$ cat src/rtl/lcd_pkg.sv
// rtl/lcd_pkg.sv - shared types and constants for the HD44780 LCD controller
package lcd_pkg;

    typedef enum logic [2:0] {
        ST_PWRUP,
        ST_IDLE,
        ST_SETUP,
        ST_EN_HI,
        ST_HOLD,
        ST_WAIT
    } lcd_state_e;

    localparam int INIT_LEN = 4;
    localparam logic [7:0] INIT_ROM [INIT_LEN] = '{8'h38, 8'h0C, 8'h01, 8'h06};

    localparam int LCD_ON_BIT = 31;
    localparam int LCD_RS_BIT = 10;
    localparam int LCD_RW_BIT = 9;
    localparam int LCD_EN_BIT = 8;

    localparam logic [7:0] CMD_CLEAR     = 8'h01;
    localparam logic [7:0] CMD_HOME      = 8'h02;
    localparam logic [7:0] CMD_HOME_ALT  = 8'h03;

    // Clear and home commands need the long execution wait
    function automatic logic is_long_cmd(input logic rs, input logic [7:0] data);
        return !rs && (data == CMD_CLEAR || data == CMD_HOME || data == CMD_HOME_ALT);
    endfunction

    function automatic logic [31:0] pack_lcd_reg(input logic on, input logic rs,
                                                 input logic en, input logic [7:0] data);
        logic [31:0] r;
        r             = '0;
        r[LCD_ON_BIT] = on;
        r[LCD_RS_BIT] = rs;
        r[LCD_RW_BIT] = 1'b0;
        r[LCD_EN_BIT] = en;
        r[7:0]        = data;
        return r;
    endfunction

endpackage

$ cat src/rtl/lcd_hd44780_ctrl_if.sv
// rtl/lcd_hd44780_ctrl_if.sv - valid/ready byte write port into the LCD controller
interface lcd_hd44780_ctrl_if;
    logic       wr_vld;
    logic       wr_rdy;
    logic       wr_rs;
    logic [7:0] wr_data;

    modport master (output wr_vld, output wr_rs, output wr_data, input  wr_rdy);
    modport slave  (input  wr_vld, input  wr_rs, input  wr_data, output wr_rdy);
endinterface

$ cat src/rtl/lcd_wr_fifo.sv
// rtl/lcd_wr_fifo.sv - synchronous FIFO holding {rs, data} entries for the LCD controller
module lcd_wr_fifo #(
    parameter int DEPTH = 4,
    parameter int WIDTH = 9
) (
    input  logic             i_clk,
    input  logic             i_rst,
    input  logic             i_push,
    input  logic [WIDTH-1:0] i_data,
    input  logic             i_pop,
    output logic [WIDTH-1:0] o_data,
    output logic             o_full,
    output logic             o_empty
);
    localparam int AW = $clog2(DEPTH);

    logic [WIDTH-1:0] mem [DEPTH];
    logic [AW:0]      wr_ptr;
    logic [AW:0]      rd_ptr;
    logic             do_push;
    logic             do_pop;

    // Extra wrap bit on each pointer distinguishes full from empty
    assign o_empty = (wr_ptr == rd_ptr);
    assign o_full  = (wr_ptr[AW] != rd_ptr[AW]) && (wr_ptr[AW-1:0] == rd_ptr[AW-1:0]);
    assign do_push = i_push && !o_full;
    assign do_pop  = i_pop && !o_empty;
    assign o_data  = mem[rd_ptr[AW-1:0]];

    always_ff @(posedge i_clk) begin
        if (i_rst) begin
            wr_ptr <= '0;
            rd_ptr <= '0;
        end else begin
            if (do_push) wr_ptr <= wr_ptr + 1'b1;
            if (do_pop)  rd_ptr <= rd_ptr + 1'b1;
        end
    end

    always_ff @(posedge i_clk) begin
        if (do_push) mem[wr_ptr[AW-1:0]] <= i_data;
    end
endmodule

$ cat src/rtl/lcd_hd44780_ctrl.sv
// rtl/lcd_hd44780_ctrl.sv - HD44780 character LCD controller with init sequence and write FIFO
module lcd_hd44780_ctrl
    import lcd_pkg::*;
#(
    parameter int T_PWRUP    = 750000,
    parameter int T_SU       = 2,
    parameter int T_EN       = 12,
    parameter int T_HOLD     = 2,
    parameter int T_EXEC     = 2000,
    parameter int T_LONG     = 80000,
    parameter int FIFO_DEPTH = 4
) (
    input  logic                  i_clk,
    input  logic                  i_rst,
    lcd_hd44780_ctrl_if.slave     wr,
    output logic                  o_busy,
    output logic                  o_lcd_on,
    output logic                  o_lcd_rs,
    output logic                  o_lcd_rw,
    output logic                  o_lcd_en,
    output logic [7:0]            o_lcd_data,
    output logic [31:0]           o_lcd_reg
);
    localparam logic [31:0] C_PWRUP = 32'(T_PWRUP - 1);
    localparam logic [31:0] C_SU    = 32'(T_SU - 1);
    localparam logic [31:0] C_EN    = 32'(T_EN - 1);
    localparam logic [31:0] C_HOLD  = 32'(T_HOLD - 1);
    localparam logic [31:0] C_EXEC  = 32'(T_EXEC - 1);
    localparam logic [31:0] C_LONG  = 32'(T_LONG - 1);

    lcd_state_e  state;
    logic [31:0] cnt;
    logic [2:0]  init_idx;
    logic        init_done;
    logic        cur_rs;
    logic [7:0]  cur_data;
    logic [8:0]  fifo_dout;
    logic        fifo_full;
    logic        fifo_empty;
    logic        fifo_pop;

    lcd_wr_fifo #(.DEPTH(FIFO_DEPTH), .WIDTH(9)) u_fifo (
        .i_clk   (i_clk),
        .i_rst   (i_rst),
        .i_push  (wr.wr_vld),
        .i_data  ({wr.wr_rs, wr.wr_data}),
        .i_pop   (fifo_pop),
        .o_data  (fifo_dout),
        .o_full  (fifo_full),
        .o_empty (fifo_empty)
    );

    assign init_done = (init_idx >= 3'(INIT_LEN));
    assign wr.wr_rdy = !fifo_full;
    assign fifo_pop  = (state == ST_IDLE) && init_done && !fifo_empty;
    assign o_busy    = (state != ST_IDLE) || !init_done || !fifo_empty;
    assign o_lcd_rw  = 1'b0;

    always_ff @(posedge i_clk) begin
        if (i_rst) begin
            state      <= ST_PWRUP;
            cnt        <= C_PWRUP;
            init_idx   <= '0;
            cur_rs     <= 1'b0;
            cur_data   <= '0;
            o_lcd_on   <= 1'b0;
            o_lcd_rs   <= 1'b0;
            o_lcd_en   <= 1'b0;
            o_lcd_data <= '0;
            o_lcd_reg  <= '0;
        end else begin
            // Pins trail the FSM by one cycle, so EN rises T_SU cycles after RS/DATA settle
            o_lcd_on   <= 1'b1;
            o_lcd_rs   <= cur_rs;
            o_lcd_en   <= (state == ST_EN_HI);
            o_lcd_data <= cur_data;
            o_lcd_reg  <= pack_lcd_reg(1'b1, cur_rs, state == ST_EN_HI, cur_data);

            if (cnt != '0) cnt <= cnt - 1'b1;

            case (state)
                ST_PWRUP: if (cnt == '0) begin
                    state    <= ST_IDLE;
                    init_idx <= '0;
                end
                ST_IDLE: if (!init_done) begin
                    cur_rs   <= 1'b0;
                    cur_data <= INIT_ROM[init_idx[1:0]];
                    init_idx <= init_idx + 1'b1;
                    state    <= ST_SETUP;
                    cnt      <= C_SU;
                end else if (!fifo_empty) begin
                    {cur_rs, cur_data} <= fifo_dout;
                    state    <= ST_SETUP;
                    cnt      <= C_SU;
                end
                ST_SETUP: if (cnt == '0) begin
                    state <= ST_EN_HI;
                    cnt   <= C_EN;
                end
                ST_EN_HI: if (cnt == '0) begin
                    state <= ST_HOLD;
                    cnt   <= C_HOLD;
                end
                ST_HOLD: if (cnt == '0) begin
                    state <= ST_WAIT;
                    cnt   <= is_long_cmd(cur_rs, cur_data) ? C_LONG : C_EXEC;
                end
                ST_WAIT: if (cnt == '0) state <= ST_IDLE;
                default: begin
                    state <= ST_PWRUP;
                    cnt   <= C_PWRUP;
                end
            endcase
        end
    end
endmodule

$ cat src/flat_wrapper.sv
// flat-port wrapper written by rule: the top's interface ports become plain ports
module lcd_hd44780_ctrl_flat import lcd_pkg::*;
#(
    parameter int T_PWRUP    = 750000,
    parameter int T_SU       = 2,
    parameter int T_EN       = 12,
    parameter int T_HOLD     = 2,
    parameter int T_EXEC     = 2000,
    parameter int T_LONG     = 80000,
    parameter int FIFO_DEPTH = 4
)
  (i_clk, i_rst, o_busy, o_lcd_on, o_lcd_rs, o_lcd_rw, o_lcd_en, o_lcd_data, o_lcd_reg, wr_wr_vld, wr_wr_rs, wr_wr_data, wr_wr_rdy);
  lcd_hd44780_ctrl_if wr_i ();
  input  logic i_clk;
  input  logic i_rst;
  output logic o_busy;
  output logic o_lcd_on;
  output logic o_lcd_rs;
  output logic o_lcd_rw;
  output logic o_lcd_en;
  output logic [7:0] o_lcd_data;
  output logic [31:0] o_lcd_reg;
  input wire logic [$bits(wr_i.wr_vld)-1:0] wr_wr_vld;
  input wire logic [$bits(wr_i.wr_rs)-1:0] wr_wr_rs;
  input wire logic [$bits(wr_i.wr_data)-1:0] wr_wr_data;
  output wire logic [$bits(wr_i.wr_rdy)-1:0] wr_wr_rdy;
  assign wr_i.wr_vld = wr_wr_vld;
  assign wr_i.wr_rs = wr_wr_rs;
  assign wr_i.wr_data = wr_wr_data;
  assign wr_wr_rdy = wr_i.wr_rdy;
  lcd_hd44780_ctrl #(.T_PWRUP(T_PWRUP), .T_SU(T_SU), .T_EN(T_EN), .T_HOLD(T_HOLD), .T_EXEC(T_EXEC), .T_LONG(T_LONG), .FIFO_DEPTH(FIFO_DEPTH)) u_core (.i_clk(i_clk), .i_rst(i_rst), .wr(wr_i), .o_busy(o_busy), .o_lcd_on(o_lcd_on), .o_lcd_rs(o_lcd_rs), .o_lcd_rw(o_lcd_rw), .o_lcd_en(o_lcd_en), .o_lcd_data(o_lcd_data), .o_lcd_reg(o_lcd_reg));
endmodule
$ cat config.mk
export PLATFORM = sky130hd
export DESIGN_NAME = lcd_hd44780_ctrl_flat
export DESIGN_NICKNAME = d
export VERILOG_FILES = /design/src/rtl/lcd_pkg.sv /design/src/rtl/lcd_hd44780_ctrl_if.sv /design/src/rtl/lcd_wr_fifo.sv /design/src/rtl/lcd_hd44780_ctrl.sv /design/src/flat_wrapper.sv
export SDC_FILE = /design/constraint.sdc
export NUM_CORES = 1
export LEC_CHECK = 0
export CAP_MARGIN = 20
export CORE_MARGIN = 2
export CORE_UTILIZATION = 48
export DETAILED_ROUTE_END_ITERATION = 6
export DONT_BUFFER_PORTS = 1
export PLACE_DENSITY_LB_ADDON = 0.25
export REMOVE_ABC_BUFFERS = 1
export SLEW_MARGIN = 10
export SYNTH_ARGS = -nofsm -noshare
export SYNTH_HDL_FRONTEND = slang
export SYNTH_HIERARCHICAL = 1
export SYNTH_SLANG_ARGS = --single-unit
$ cat constraint.sdc
create_clock -name i_clk -period 3.2 [get_ports i_clk]
set_clock_uncertainty 0.05 [all_clocks]
set_input_delay 0.64 -clock i_clk [delete_from_list [all_inputs] [get_ports i_clk]]
set_output_delay 0.64 -clock i_clk [all_outputs]
set_load 0.1 [all_outputs]
**Word level (Yosys, flattened, before mapping)**

Memory sizes are Yosys's and may differ from the RTL's. A register that Yosys moved wholly into a read port is not among the register bits.
Index checks and enable logic that the tools add are counted.

- Register bits: 96
- Bits in latches: 0
- Memory bits (writable): 36
- ROM bits: 0
- Input bits: 12
- Output and inout port bits: 46
- Logic and storage cells: 94
- Memories: 1

- $add $sub $neg: 4
- Multiply operators: 0
- Divide/modulo/power cells: 0
- Order comparisons: 2
- Equality and inequality tests: 20
- Shift-type cells: 0
- Muxes and demuxes: 31
- Bitwise logic cells: 1
- Reductions and logical operators: 22

Memories:

| name | words | bits a word | read ports | clocked after memory_dff | wr ports | RTL line | text |
|---|---|---|---|---|---|---|---|
| u_core.u_fifo.mem | 4 | 9 | 1 | 1 | 1 | lcd_wr_fifo.sv:17 | `logic [WIDTH-1:0] mem [DEPTH];` |

Operator list:

| operator | count |
|---|---|
| two-way mux 32 bit | 7 |
| one-hot mux 32 bit (5 select lines) | 1 |
| logical NOT 32 bit | 1 |
| two-way mux 8 bit | 4 |
| nonzero test 32 bit | 1 |
| subtractor 32 x 1 -> 32 bit (second input constant) | 1 |
| two-way mux 3 bit | 8 |
| two-way mux 17 bit | 1 |
| binary-select mux 8 bit (select 2 bit) | 1 |
| equality test 8 x 2 -> 1 bit (second input constant) | 2 |
| one-hot mux 3 bit (5 select lines) | 1 |
| adder 3 x 1 -> 3 bit (second input constant) | 3 |
| equality test 8 x 1 -> 1 bit (second input constant) | 1 |
| != test 2 x 1 -> 1 bit (second input constant) | 4 |
| equality test 3 x 2 -> 1 bit (second input constant) | 2 |
| equality test 3 bit (second input constant) | 2 |
| greater-or-equal comparator 3 bit (second input constant) | 2 |
| logical AND 1 bit | 6 |
| != test 2 bit (second input constant) | 3 |
| one-hot mux 3 bit (2 select lines) | 1 |
| two-way mux 1 bit | 5 |
| AND reduction 5 bit | 1 |
| logical NOT 1 bit | 4 |
| logical OR 1 bit | 4 |
| 13 further kinds | 14 |

**Depth between registers and ports, before layout**

Gate-level depths: netlist (run 1).

- Word-level depth: 7
- Mapped depth: 11
- Depth with buffers taken out: 11

**Cells and area by module**

The synthesis (run 1) kept the hierarchy.

By module, submodules not included:

| module | times used | cells an instance | area an instance (um^2) | seq. area each (um^2) |
|---|---|---|---|---|
| lcd_hd44780_ctrl | 1 | 352 | 3,001.6 | 1,161.1 |
| lcd_wr_fifo | 1 | 115 | 1,874.3 | 1,241.2 |

**Worst setup path before layout (run 1)**

No wires, ideal clock.

- Path kind: reg2out
- From: reg u_core.u_fifo.wr_ptr[1]
- To: out o_busy
- Arrival: 2.139 ns
- Required time: 2.510 ns
- Slack: 0.371 ns
- Cell stages (with the launch flop): 6
- Path buffers: 1
- Path through: dfxtp_1 -> buf_6 -> xnor2_1 -> nand2_1 -> nor2_1 -> nand4_1

- Cells in the longest elaborated chain, start to end: 3

Ends and longest elaborated chain:

| item | RTL line | text |
|---|---|---|
| start, declared | lcd_wr_fifo.sv:18 | `logic [AW:0] wr_ptr;` |
| start signal, assigned | lcd_wr_fifo.sv:35 | `if (do_push) wr_ptr <= wr_ptr + 1'b1;` |
| equality test 3 bit | lcd_wr_fifo.sv:24 | `assign o_empty = (wr_ptr == rd_ptr);` |
| named net u_core.fifo_empty | lcd_hd44780_ctrl.sv:39 | `logic fifo_empty;` |
| logical NOT 1 bit | lcd_hd44780_ctrl.sv:56 | `assign o_busy = (state != ST_IDLE) \|\| !init_done \|\| !fifo_empty;` |
| logical OR 1 bit | lcd_hd44780_ctrl.sv:56 |  |
| end, declared | flat_wrapper.sv:16 | `output logic o_busy;` |

The timed path passes the listed nets, and every way through them passes these cells.

**Worst setup path in the final report (run 1)**

- From: reg u_core.u_fifo.rd_ptr[0]
- To: out o_busy

- Cells in the longest elaborated chain, start to end: 3

Ends and longest elaborated chain:

| item | RTL line | text |
|---|---|---|
| start, declared | lcd_wr_fifo.sv:19 | `logic [AW:0] rd_ptr;` |
| start signal, assigned | lcd_wr_fifo.sv:36 | `if (do_pop) rd_ptr <= rd_ptr + 1'b1;` |
| equality test 3 bit | lcd_wr_fifo.sv:24 |  |
| named net u_core.fifo_empty | lcd_hd44780_ctrl.sv:39 |  |
| logical NOT 1 bit | lcd_hd44780_ctrl.sv:56 |  |
| logical OR 1 bit | lcd_hd44780_ctrl.sv:56 |  |

The timed path passes the listed nets, and every way through them passes these cells.

==> results of run 1 <==
[Yosys cell counts (4+ instances only)]
cell and count:
dfxtp_1 66, nor2_1 50, buf_4 36, edfxtp_1 36, nand2_1 25, o21ai_0 19
a21oi_1 17, nor3_1 15, inv_1 13, nor2b_1 13, xnor2_1 13, xor2_1 13
ha_1 10, mux4_2 9, a211oi_1 8, nand3_1 8, nor4_1 8, a31oi_1 7
clkbuf_1 7, o211ai_1 7, and2_1 5, nand3b_1 5, nor3b_1 5, or3_1 5
a22oi_1 4, mux2i_1 4, nand4_1 4
[through the flow]
step | cell area, sq um | hold slack (ns) | utilization (%) | total power, W
2_1_floorplan | 4606 | 0.3925 | - | 0.001654
3_3_place_gp | 4846 | 0.4015 | 49.35 | 0.001690
3_5_place_dp | 4846 | 0.4091 | 49.35 | 0.001698
4_1_cts | 5025 | 0.2594 | 51.17 | 0.002437
5_1_grt | 5045 | 0.2458 | 51.38 | 0.002508
6_report | 5045 | 0.2776 | 51.38 | 0.002415
[kinds of logic after synthesis]
family	after synthesis	share of synthesized area (%)
other	1	0.07691
XOR/XNOR	26	4.670
flip-flops	102	49.27
AO/OA/AOI/OAI	84	11.19
AND/OR/NAND/NOR	168	19.01
buffers and inverters	63	8.237
multiplexers	13	4.978
adder cells (fa/ha/maj)	10	2.566
[layout make-up]
| class | instances | area share (%) |
|---|---|---|
| multi-input cells | 323 | 42.93 |
| repair buffers | 9 | 1.290 |
| inverters | 14 | 1.042 |
| flip-flops and latches | 102 | 47.89 |
| clock inverters | 7 | 1.091 |
| clock buffers | 9 | 2.455 |
| well taps | 133 | 3.299 |
[how the worst max path moves through the flow]
stage	startpoint	endpoint	slack, ns
6_report	u_core/u_fifo/rd_ptr[0]	o_busy	0.29
5_1_grt	u_core/cnt[1]	u_core/cnt[0]	0.1
4_1_cts	u_core/u_fifo/rd_ptr[0]	o_busy	0.06
3_5_place_dp	u_core/u_fifo/rd_ptr[0]	u_core/cnt[9]	0.28
3_3_place_gp	u_core/u_fifo/wr_ptr[0]	u_core/cnt[10]	0.37
2_1_floorplan	u_core/cnt[27]	u_core/cnt[0]	0.33
[worst reg2reg max path: cells and delay by family (launching register included)]
family          cells  cell delay, ns
simple gates        5            1.32
fa+ha+maj           2            0.52
buf+inv             2            0.23
compound gates      2            0.20
flops               1            0.36
[where the power goes]
group / leakage, nW / switching [W] / internal (W) / total [W]
clock network: 0.0887 / 0.000449 / 0.000293 / 0.000742
logic: 0.754 / 0.000202 / 0.0000480 / 0.000250
registers: 0.869 / 0.0000346 / 0.00139 / 0.00142
[per-layer routing]
metal / track usage (%) / vias to the layer above / routed length, um
li1: - / 1623 / -
met1: 21.03 / 1586 / 4087
met2: 28.29 / 59 / 4565
met3: 5.115 / 13 / 360
met4: 4.667 / 0 / 127
met5: 0 / - / 0
==> impl_metrics.py, run 1 <==
metrics = {
    "run_status": {
        "status": "complete, no violations",
    },
    "critical_path": {
        "cp_cell_sequence": "xnor2_2 -> nand2_1 -> nor2_1 -> nand4_1 -> buf_4",
        "required_ns": 2.51,
        "cp.arrival_ns": 2.22,
        "worstSetupStartpointType": "flip-flop",
        "reg2reg_from": "u_core/cnt[1]",
        "r2r_cells": 11,
        "rr_endpoint": "u_core/cnt[0]",
        "endpoint_kind": "output pin",
        "worst-path-stages": 5,
        "worstSetupPathType": "reg -> out",
        "slowest_delay_ns": 0.40,
        "r2r_setup_slack_ns": 0.41,
        "slowest_stage": "dfxtp_1",
        "path_buf_inv": 1,
        "critPathTopFamily": "simple AND/OR/NAND/NOR gates",
        "path_max_fanout": 8,
    },
    "synthesis": {
        "seq_area_frac_synth_pct": 49.27,
        "netlist_area_sq_mm": 0.004876,
        "yosys.area.top_type": "dfxtp_1",
        "synthCells": 467,
        "ys_seq_elements": 102,
        "synth_edf_count": 36,
        "ys_types": 66,
        "synth_flop_cell": "dfxtp_1",
        "synth_top_area_share_pct": 27.10,
        "yosys-top-cells-area": "dfxtp_1 (27%), edfxtp_1 (22%), buf_4 (5.5%)",
        "postSynthAreaPerCell_sq_um": 10.44,
        "synthArstFlopShare_pct": 0,
        "yosys_warnings": 6,
    },
    "timing": {
        "setup_ws_ns": 0.2896,
        "fin_crit_ns": 2.910,
        "rsz0062_at_grt": "no",
        "setup_tns_ns": 0,
        "slew_viol_final": 0,
        "setup_viol": 0,
        "period_share_pct": 90.95,
        "hold_viol": 0,
        "fmax_ghz": 0.3436,
        "slew_headroom_pct": 33.36,
        "worst_pin_slew_ns": 1.002,
    },
    "clocking": {
        "post_cts_buffers": 0,
        "cts_hold_buf": 0,
        "cts_tree": "built",
        "cts_buffer_depth": 2,
        "cts_buffers": 9,
        "cts_resized": 0,
        "clock_latency_ns": 0.36,
        "htreeDepth": 3,
        "cts.clk_slew.worst_paths_ns": 0.10,
        "cts_sinks": 102,
        "cts-root-buf": "clkbuf_8",
    },
    "finish": {
        "regArea_sq_mm": 0.002416,
        "drive_gt1_share_pct": 13.58,
        "largest_reg_flops": 36,
        "multiInputGateArea_sq_mm": 0.002166,
        "final_common_cell": "dfxtp_1",
        "layout_common_cells": "dfxtp_1 (55), nor2_1 (50), edfxtp_1 (36), nand2_1 (25), conb_1 (22)",
        "final_cells": 597,
        "areaGrowthSynthToFinish_pct": 3.464,
        "nets": 481,
        "fillCellCount": 947,
        "antenna_cells": 0,
    },
    "grt": {
        "gr-total-overflow": 0,
        "antenna_found_initial": 0,
        "grt_util_all_layers_pct": 16.84,
        "grt_max_degree": 36,
        "first_global_vias": 3084,
        "grt_pass1_wl_mm": 14.79,
    },
    "power": {
        "vdd_drop_max_v": 0.0003120,
        "power_density_mw_per_mm2": 478.7,
        "leakagePower_nw": 1.712,
    },
    "routing": {
        "initialDrtViolationCount": 170,
        "viasPerCell": 5.496,
        "ant_nets": 0,
        "vias": 3281,
        "drt_first_pass_iters": 7,
        "wl_mm": 9.140,
        "drc": 0,
        "wl_per_cell_um": 15.31,
    },
    "worst_hold_path": {
        "hold_path_class": "in -> reg",
        "hp-start": "i_rst",
        "whs_endpoint": "u_core/o_lcd_data[0]",
        "holdPathStages": 1,
    },
    "die": {
        "coreArea_sq_mm": 0.009819,
        "dieArea_sq_mm": 0.01098,
        "die_h_um": 104.8,
        "io_pins": 58,
        "die_w_um": 104.8,
        "rows": 36,
        "start_util_pct": 49.66,
    },
    "place": {
        "dpl.hpwl_mm": 6.479,
        "preCtsSetupSlack_ns": 0.2753,
        "dp.cells": 580,
        "port_buffers": 0,
        "place_congestion": 0.8263,
    },
    "flow_run": {
        "maxCapViolCount": 0,
    },
}
(Power assumes the default switching activity.)
==> run 2, diff against run 1 <==
CORE_MARGIN = default   (was 2)
==> run 2 against run 1 <==
Die area shrank 3.8%. Hold slack gained 0.0055 ns. Critical endpoint unchanged. Via count shrank 0.70%. Routed wire length shrank 0.58%. Critical path depth is the same. Clock-buffer cell count grew 1. Largest power group unchanged. Sequential cell count is the same. Combinational power is essentially flat. Clock power grew 2%. Design area is essentially flat. Largest cell class unchanged. Final cell count shrank 0.17%.
==> impl_metrics.py, run 2 (synthesis gave the netlist of run 1 again) <==
metrics = {
    "grt": {
        "met2_usage_pct": 33.64,
        "grtUsageMet1_pct": 22.90,
        "antenna_found_initial": 0,
        "use_met3_pct": 4.746,
        "grt_pass1_wl_mm": 15.32,
        "first_global_vias": 3217,
        "grt_util_all_layers_pct": 19.13,
        "top_usage_layer": "met2",
        "gr-total-overflow": 0,
        "grt_max_degree": 36,
    },
    "finish": {
        "largest_reg_flops": 36,
        "design_area_sq_mm": 0.005040,
        "layout_common_cells": "dfxtp_1 (55), nor2_1 (50), edfxtp_1 (36), nand2_1 (25), conb_1 (22)",
        "antenna_cells": 0,
        "final_cells": 596,
        "drive_gt1_share_pct": 13.39,
        "nets": 480,
        "final_common_cell": "dfxtp_1",
        "areaGrowthSynthToFinish_pct": 3.361,
    },
    "die": {
        "die_w_um": 102.8,
        "rows": 36,
        "die_h_um": 102.8,
        "coreArea_sq_mm": 0.009819,
        "dieArea_sq_mm": 0.01056,
        "start_util_pct": 49.66,
        "io_pins": 58,
    },
    "critical_path": {
        "slowest_delay_ns": 0.44,
        "r2r_cells": 11,
        "r2r_setup_slack_ns": 0.47,
        "reg2reg_from": "u_core/cnt[1]",
        "required_ns": 2.51,
        "rr_endpoint": "u_core/cnt[0]",
        "cp.arrival_ns": 2.20,
        "path_max_fanout": 9,
        "endpoint_kind": "output pin",
        "worstSetupStartpointType": "flip-flop",
        "worstSetupPathType": "reg -> out",
        "slowest_stage": "dfxtp_1",
        "cp_cell_sequence": "xnor2_2 -> nand2_1 -> nor2_1 -> nand4_1 -> buf_4",
    },
    "power": {
        "power_frac_clock_pct": 31.1,
        "internal-power_w": 0.001733,
        "vdd_drop_max_v": 0.0003466,
        "p_switching_w": 0.0006914,
        "total_power_w": 0.002424,
        "combPwrFrac_pct": 10.2,
        "power_density_mw_per_mm2": 481.1,
        "pwr-share-seq_pct": 58.7,
        "p_sw_share_pct": 28.52,
        "leakagePower_nw": 1.708,
    },
    "place": {
        "place_congestion": 0.8217,
        "dpl-instance-area_sq_mm": 0.004846,
        "dpl.hpwl_mm": 6.491,
        "dp.cells": 580,
        "port_buffers": 0,
    },
    "clocking": {
        "cts.clk_slew.worst_paths_ns": 0.10,
        "clock_latency_ns": 0.36,
        "cts_buffers": 9,
        "cts_resized": 0,
        "cts_buffer_depth": 2,
        "cts_sinks": 102,
        "htreeDepth": 3,
        "cts-root-buf": "clkbuf_8",
        "cts_tree": "built",
        "cts_hold_buf": 0,
        "post_cts_buffers": 0,
    },
    "worst_hold_path": {
        "hold_path_class": "in -> reg",
        "whs_endpoint": "u_core/o_lcd_data[1]",
        "holdPathStages": 1,
        "hp-start": "i_rst",
    },
    "routing": {
        "vias": 3258,
        "wl_mm": 9.087,
        "initialDrtViolationCount": 115,
        "ant_nets": 0,
        "drc": 0,
        "wl_per_cell_um": 15.25,
        "viasPerCell": 5.466,
        "drt_first_pass_iters": 4,
    },
    "timing": {
        "worst_pin_slew_ns": 1.019,
        "fin_crit_ns": 2.888,
        "whs_ns": 0.2831,
        "slew_viol_final": 0,
        "rsz0062_at_grt": "no",
        "period_share_pct": 90.25,
        "setup_viol": 0,
        "fmax_ghz": 0.3463,
        "hold_viol": 0,
        "setup_tns_ns": 0,
        "slew_headroom_pct": 32.20,
    },
    "run_status": {
        "status": "complete, no violations",
    },
    "flow_run": {
        "maxCapViolCount": 0,
    },
}
## run 2: cell count changes in the layout (fill, tap and decap cells not counted), sizes merged
cell	before	now
clkbuf	9	10
clkinv	2	1
buf	9	8
## run 2: worst max-delay path by stage
stage	from	cells after the start	to
after global placement	u_core/u_fifo/wr_ptr[0]	8	u_core/cnt[10]
after floorplan	u_core/cnt[27]	9	u_core/cnt[0]
after detailed placement	u_core/u_fifo/wr_ptr[0]	8	u_core/cnt[30]
final	u_core/u_fifo/wr_ptr[1]	5	o_busy
after CTS	u_core/u_fifo/wr_ptr[0]	5	o_busy
after global routing	u_core/cnt[1]	11	u_core/cnt[0]
## run 2: power by group through the flow
stage,logic (W),registers [W],clock network [W]
global route,0.000264,0.00143,0.000828
CTS,0.000245,0.00142,0.000784
detailed placement,0.000244,0.00145,0
finish,0.000247,0.00142,0.000754
floorplan,0.000209,0.00144,0
global placement,0.000241,0.00145,0
## run 2: per-layer routing
layer | up-vias | share of wire (%) | wire length [um]
met3 | 8 | 4.4 | 398
met1 | 1563 | 43 | 3912
li1 | 1617 | - | -
met4 | 0 | 0.87 | 79
met5 | - | 0 | 0
met2 | 70 | 52 | 4697
## run 2: stage by stage
step / setup slack (ns) / util [%]
final: 0.3119 / 51.33
after global routing: 0.09088 / 51.33
after CTS: 0.05536 / 51.17
after floorplan: 0.3262 / -
after global placement: 0.3466 / 49.35
after detailed placement: 0.2988 / 49.35
## run 2: worst max-delay path, delay by kind of cell, from the launching register on
family / cells / cell delay [ns]
xor+xnor: 1 / 0.36
simple gates: 3 / 0.76
buf+inv: 1 / 0.27
flops: 1 / 0.44
## run 2: cell type report
class | instances | area, sq um
Clock buffer | 10 | 127.6
Tap cell | 133 | 166.4
Fill cell | 906 | 4780
Sequential cell | 102 | 2416
Timing Repair Buffer | 8 | 60.06
Clock inverter | 6 | 51.30
Multi-Input combinational cell | 323 | 2166
Inverter | 14 | 52.55
==> run 3, diff against run 2 <==
BUFFER_PORTS_ARGS = -buffer_cell sky130_fd_sc_hd__clkbuf_2   (was default)
DONT_BUFFER_PORTS = default   (was 1)
==> run 3 against run 2 <==
Global-route usage is 0.51 points lower. Setup slack lost 0.076 ns. Hold slack improved by 0.14 ns. Core utilization is 2.0 points higher. Sequential power barely moved. Routed wire length is 2.1% lower. Non-clock buffer count increased by 37. Sequential cell count unchanged. Final cell count up 6.2%. First-iteration DRC count up 21%. Via count increased by 2.8%. Clock-buffer cell count did not move.
==> impl_metrics.py, run 3 (synthesis gave the netlist of run 1 again) <==
metrics = {
    "run_status": {
        "status": "complete, no violations",
    },
    "die": {
        "die_w_um": 102.8,
        "dieArea_sq_mm": 0.01056,
        "coreArea_sq_mm": 0.009819,
        "die_h_um": 102.8,
        "rows": 36,
        "start_util_pct": 49.66,
        "io_pins": 58,
    },
    "power": {
        "total_power_w": 0.002500,
        "vdd_drop_max_v": 0.0003098,
        "power_density_mw_per_mm2": 477.8,
        "leakagePower_nw": 1.874,
    },
    "finish": {
        "nets": 517,
        "drive_gt1_share_pct": 17.40,
        "largest_reg_flops": 36,
        "layout_common_cells": "dfxtp_1 (66), nor2_1 (50), edfxtp_1 (36), clkbuf_2 (35), nand2_1 (25)",
        "antenna_cells": 0,
        "final_common_cell": "dfxtp_1",
        "fillCellCount": 907,
        "areaGrowthSynthToFinish_pct": 7.313,
    },
    "routing": {
        "viasPerCell": 5.292,
        "ant_nets": 0,
        "wl_per_cell_um": 14.05,
        "initialDrtViolationCount": 139,
        "wl_mm": 8.892,
        "drc": 0,
        "vias": 3350,
        "drt_first_pass_iters": 4,
    },
    "worst_hold_path": {
        "hold_path_class": "reg -> reg",
    },
    "clocking": {
        "cts-root-buf": "clkbuf_8",
        "cts_sinks": 102,
        "cts_tree": "built",
        "htreeDepth": 3,
        "cts_buffers": 9,
        "cts.clk_slew.worst_paths_ns": 0.10,
        "clock_latency_ns": 0.35,
        "cts_buffer_depth": 2,
        "cts_hold_buf": 0,
    },
    "grt": {
        "grt_util_all_layers_pct": 18.61,
        "antenna_found_initial": 0,
        "top_usage_layer": "met2",
        "gr-total-overflow": 0,
        "grt_pass1_wl_mm": 15.01,
        "use_met3_pct": 4.000,
        "grtUsageMet1_pct": 23.55,
        "grt_max_degree": 35,
        "met2_usage_pct": 32.36,
        "first_global_vias": 3213,
    },
    "place": {
        "port_buffers": 35,
        "dpl.hpwl_mm": 6.393,
        "place_congestion": 0.8092,
    },
    "critical_path": {
        "cp.arrival_ns": 2.27,
        "slowest_delay_ns": 0.40,
        "reg2reg_from": "u_core/cnt[1]",
        "worstSetupPathType": "reg -> out",
        "endpoint_kind": "output pin",
        "slowest_stage": "dfxtp_1",
        "path_max_fanout": 8,
        "required_ns": 2.51,
        "worstSetupStartpointType": "flip-flop",
        "crit_end": "o_busy",
        "crit_path_start": "u_core/u_fifo/rd_ptr[0]",
        "r2r_cells": 11,
        "r2r_setup_slack_ns": 0.44,
        "rr_endpoint": "u_core/cnt[0]",
        "cp_cell_sequence": "xnor2_2 -> nand2_1 -> nor2_1 -> nand4_1 -> clkbuf_2",
    },
    "timing": {
        "worst_pin_slew_ns": 0.6339,
        "fmax_ghz": 0.3374,
        "rsz0062_at_grt": "no",
        "slew_viol_final": 0,
        "setup_tns_ns": 0,
        "slew_headroom_pct": 57.74,
        "period_share_pct": 92.63,
        "setup_viol": 0,
        "fin_crit_ns": 2.964,
        "hold_viol": 0,
    },
    "flow_run": {
        "maxCapViolCount": 0,
    },
}
-- run 3: changes by cell type in the layout (fill, tap and decap cells not counted) --
cell | previous run | this run
clkbuf_2 | 0 | 35
dfxtp_1 | 55 | 66
dfxtp_2 | 11 | 0
buf_2 | 0 | 1
buf_4 | 8 | 9
bufinv_16 | 0 | 1
clkinv_1 | 0 | 1
clkinv_4 | 1 | 0
clkinvlp_2 | 1 | 0
clkinvlp_4 | 0 | 1
inv_6 | 3 | 2
-- run 3: worst min path at each step --
| stage | startpoint | endpoint | slack, ns | cells after the start |
|---|---|---|---|---|
| final | u_core/cnt[25] | u_core/cnt[25] | 0.42 | 2 |
| after global routing | wr_wr_data[2] | u_core/u_fifo/mem[2][2] | 0.42 | 1 |
| after CTS | u_core/cnt[25] | u_core/cnt[25] | 0.42 | 2 |
| after detailed placement | u_core/cnt[25] | u_core/cnt[25] | 0.41 | 2 |
| after global placement | u_core/cnt[25] | u_core/cnt[25] | 0.40 | 2 |
| after floorplan | u_core/cnt[25] | u_core/cnt[25] | 0.39 | 2 |
-- run 3: stage by stage --
stage	setup slack [ns]	instances	cell area (sq um)	util, %	hold slack, ns
finish	0.2359	633	5233	53.29	0.4194
CTS	0.04699	632	5220	53.16	0.4221
global placement	0.3830	616	5015	51.07	0.4017
global route	0.06653	633	5233	53.29	0.4225
floorplan	0.3262	439	4606	-	0.3925
detailed placement	0.2816	616	5015	51.07	0.4072
-- run 3: layout make-up --
| type | instances | area [sq um] | share of cell area (%) |
|---|---|---|---|
| clock buffers | 10 | 127.6 | 2.439 |
| multi-input cells | 323 | 2166 | 41.39 |
| flip-flops and latches | 102 | 2402 | 45.91 |
| repair buffers | 45 | 247.7 | 4.735 |
| clock inverters | 6 | 70.07 | 1.339 |
| inverters | 14 | 52.55 | 1.004 |
| well taps | 133 | 166.4 | 3.180 |
-- run 3: metal layers --
metal	part of all wire, %	wire length, um	vias up
met2	51	4507	62
met1	45	4019	1582
met5	0	0	-
met3	3.4	299	7
li1	-	-	1699
met4	0.73	65	0
-- run 3: critical path, delay by kind of cell (launching register included) --
kind                   cells  cell delay [ns]
AND/OR/NAND/NOR            3             0.73
flip-flops                 1             0.40
buffers and inverters      1             0.40
XOR/XNOR                   1             0.38
-- run 3: timing repair --
item                       4_1_cts  5_1_grt
setup endpoints to repair        1        1
gates resized for setup          1        1
setup buffers                    0        0
-- run 3: report_power, final --
part           switching (W)  internal [W]
logic               0.000219     0.0000550
clock network       0.000443      0.000371
registers          0.0000244       0.00139
total               0.000686       0.00181
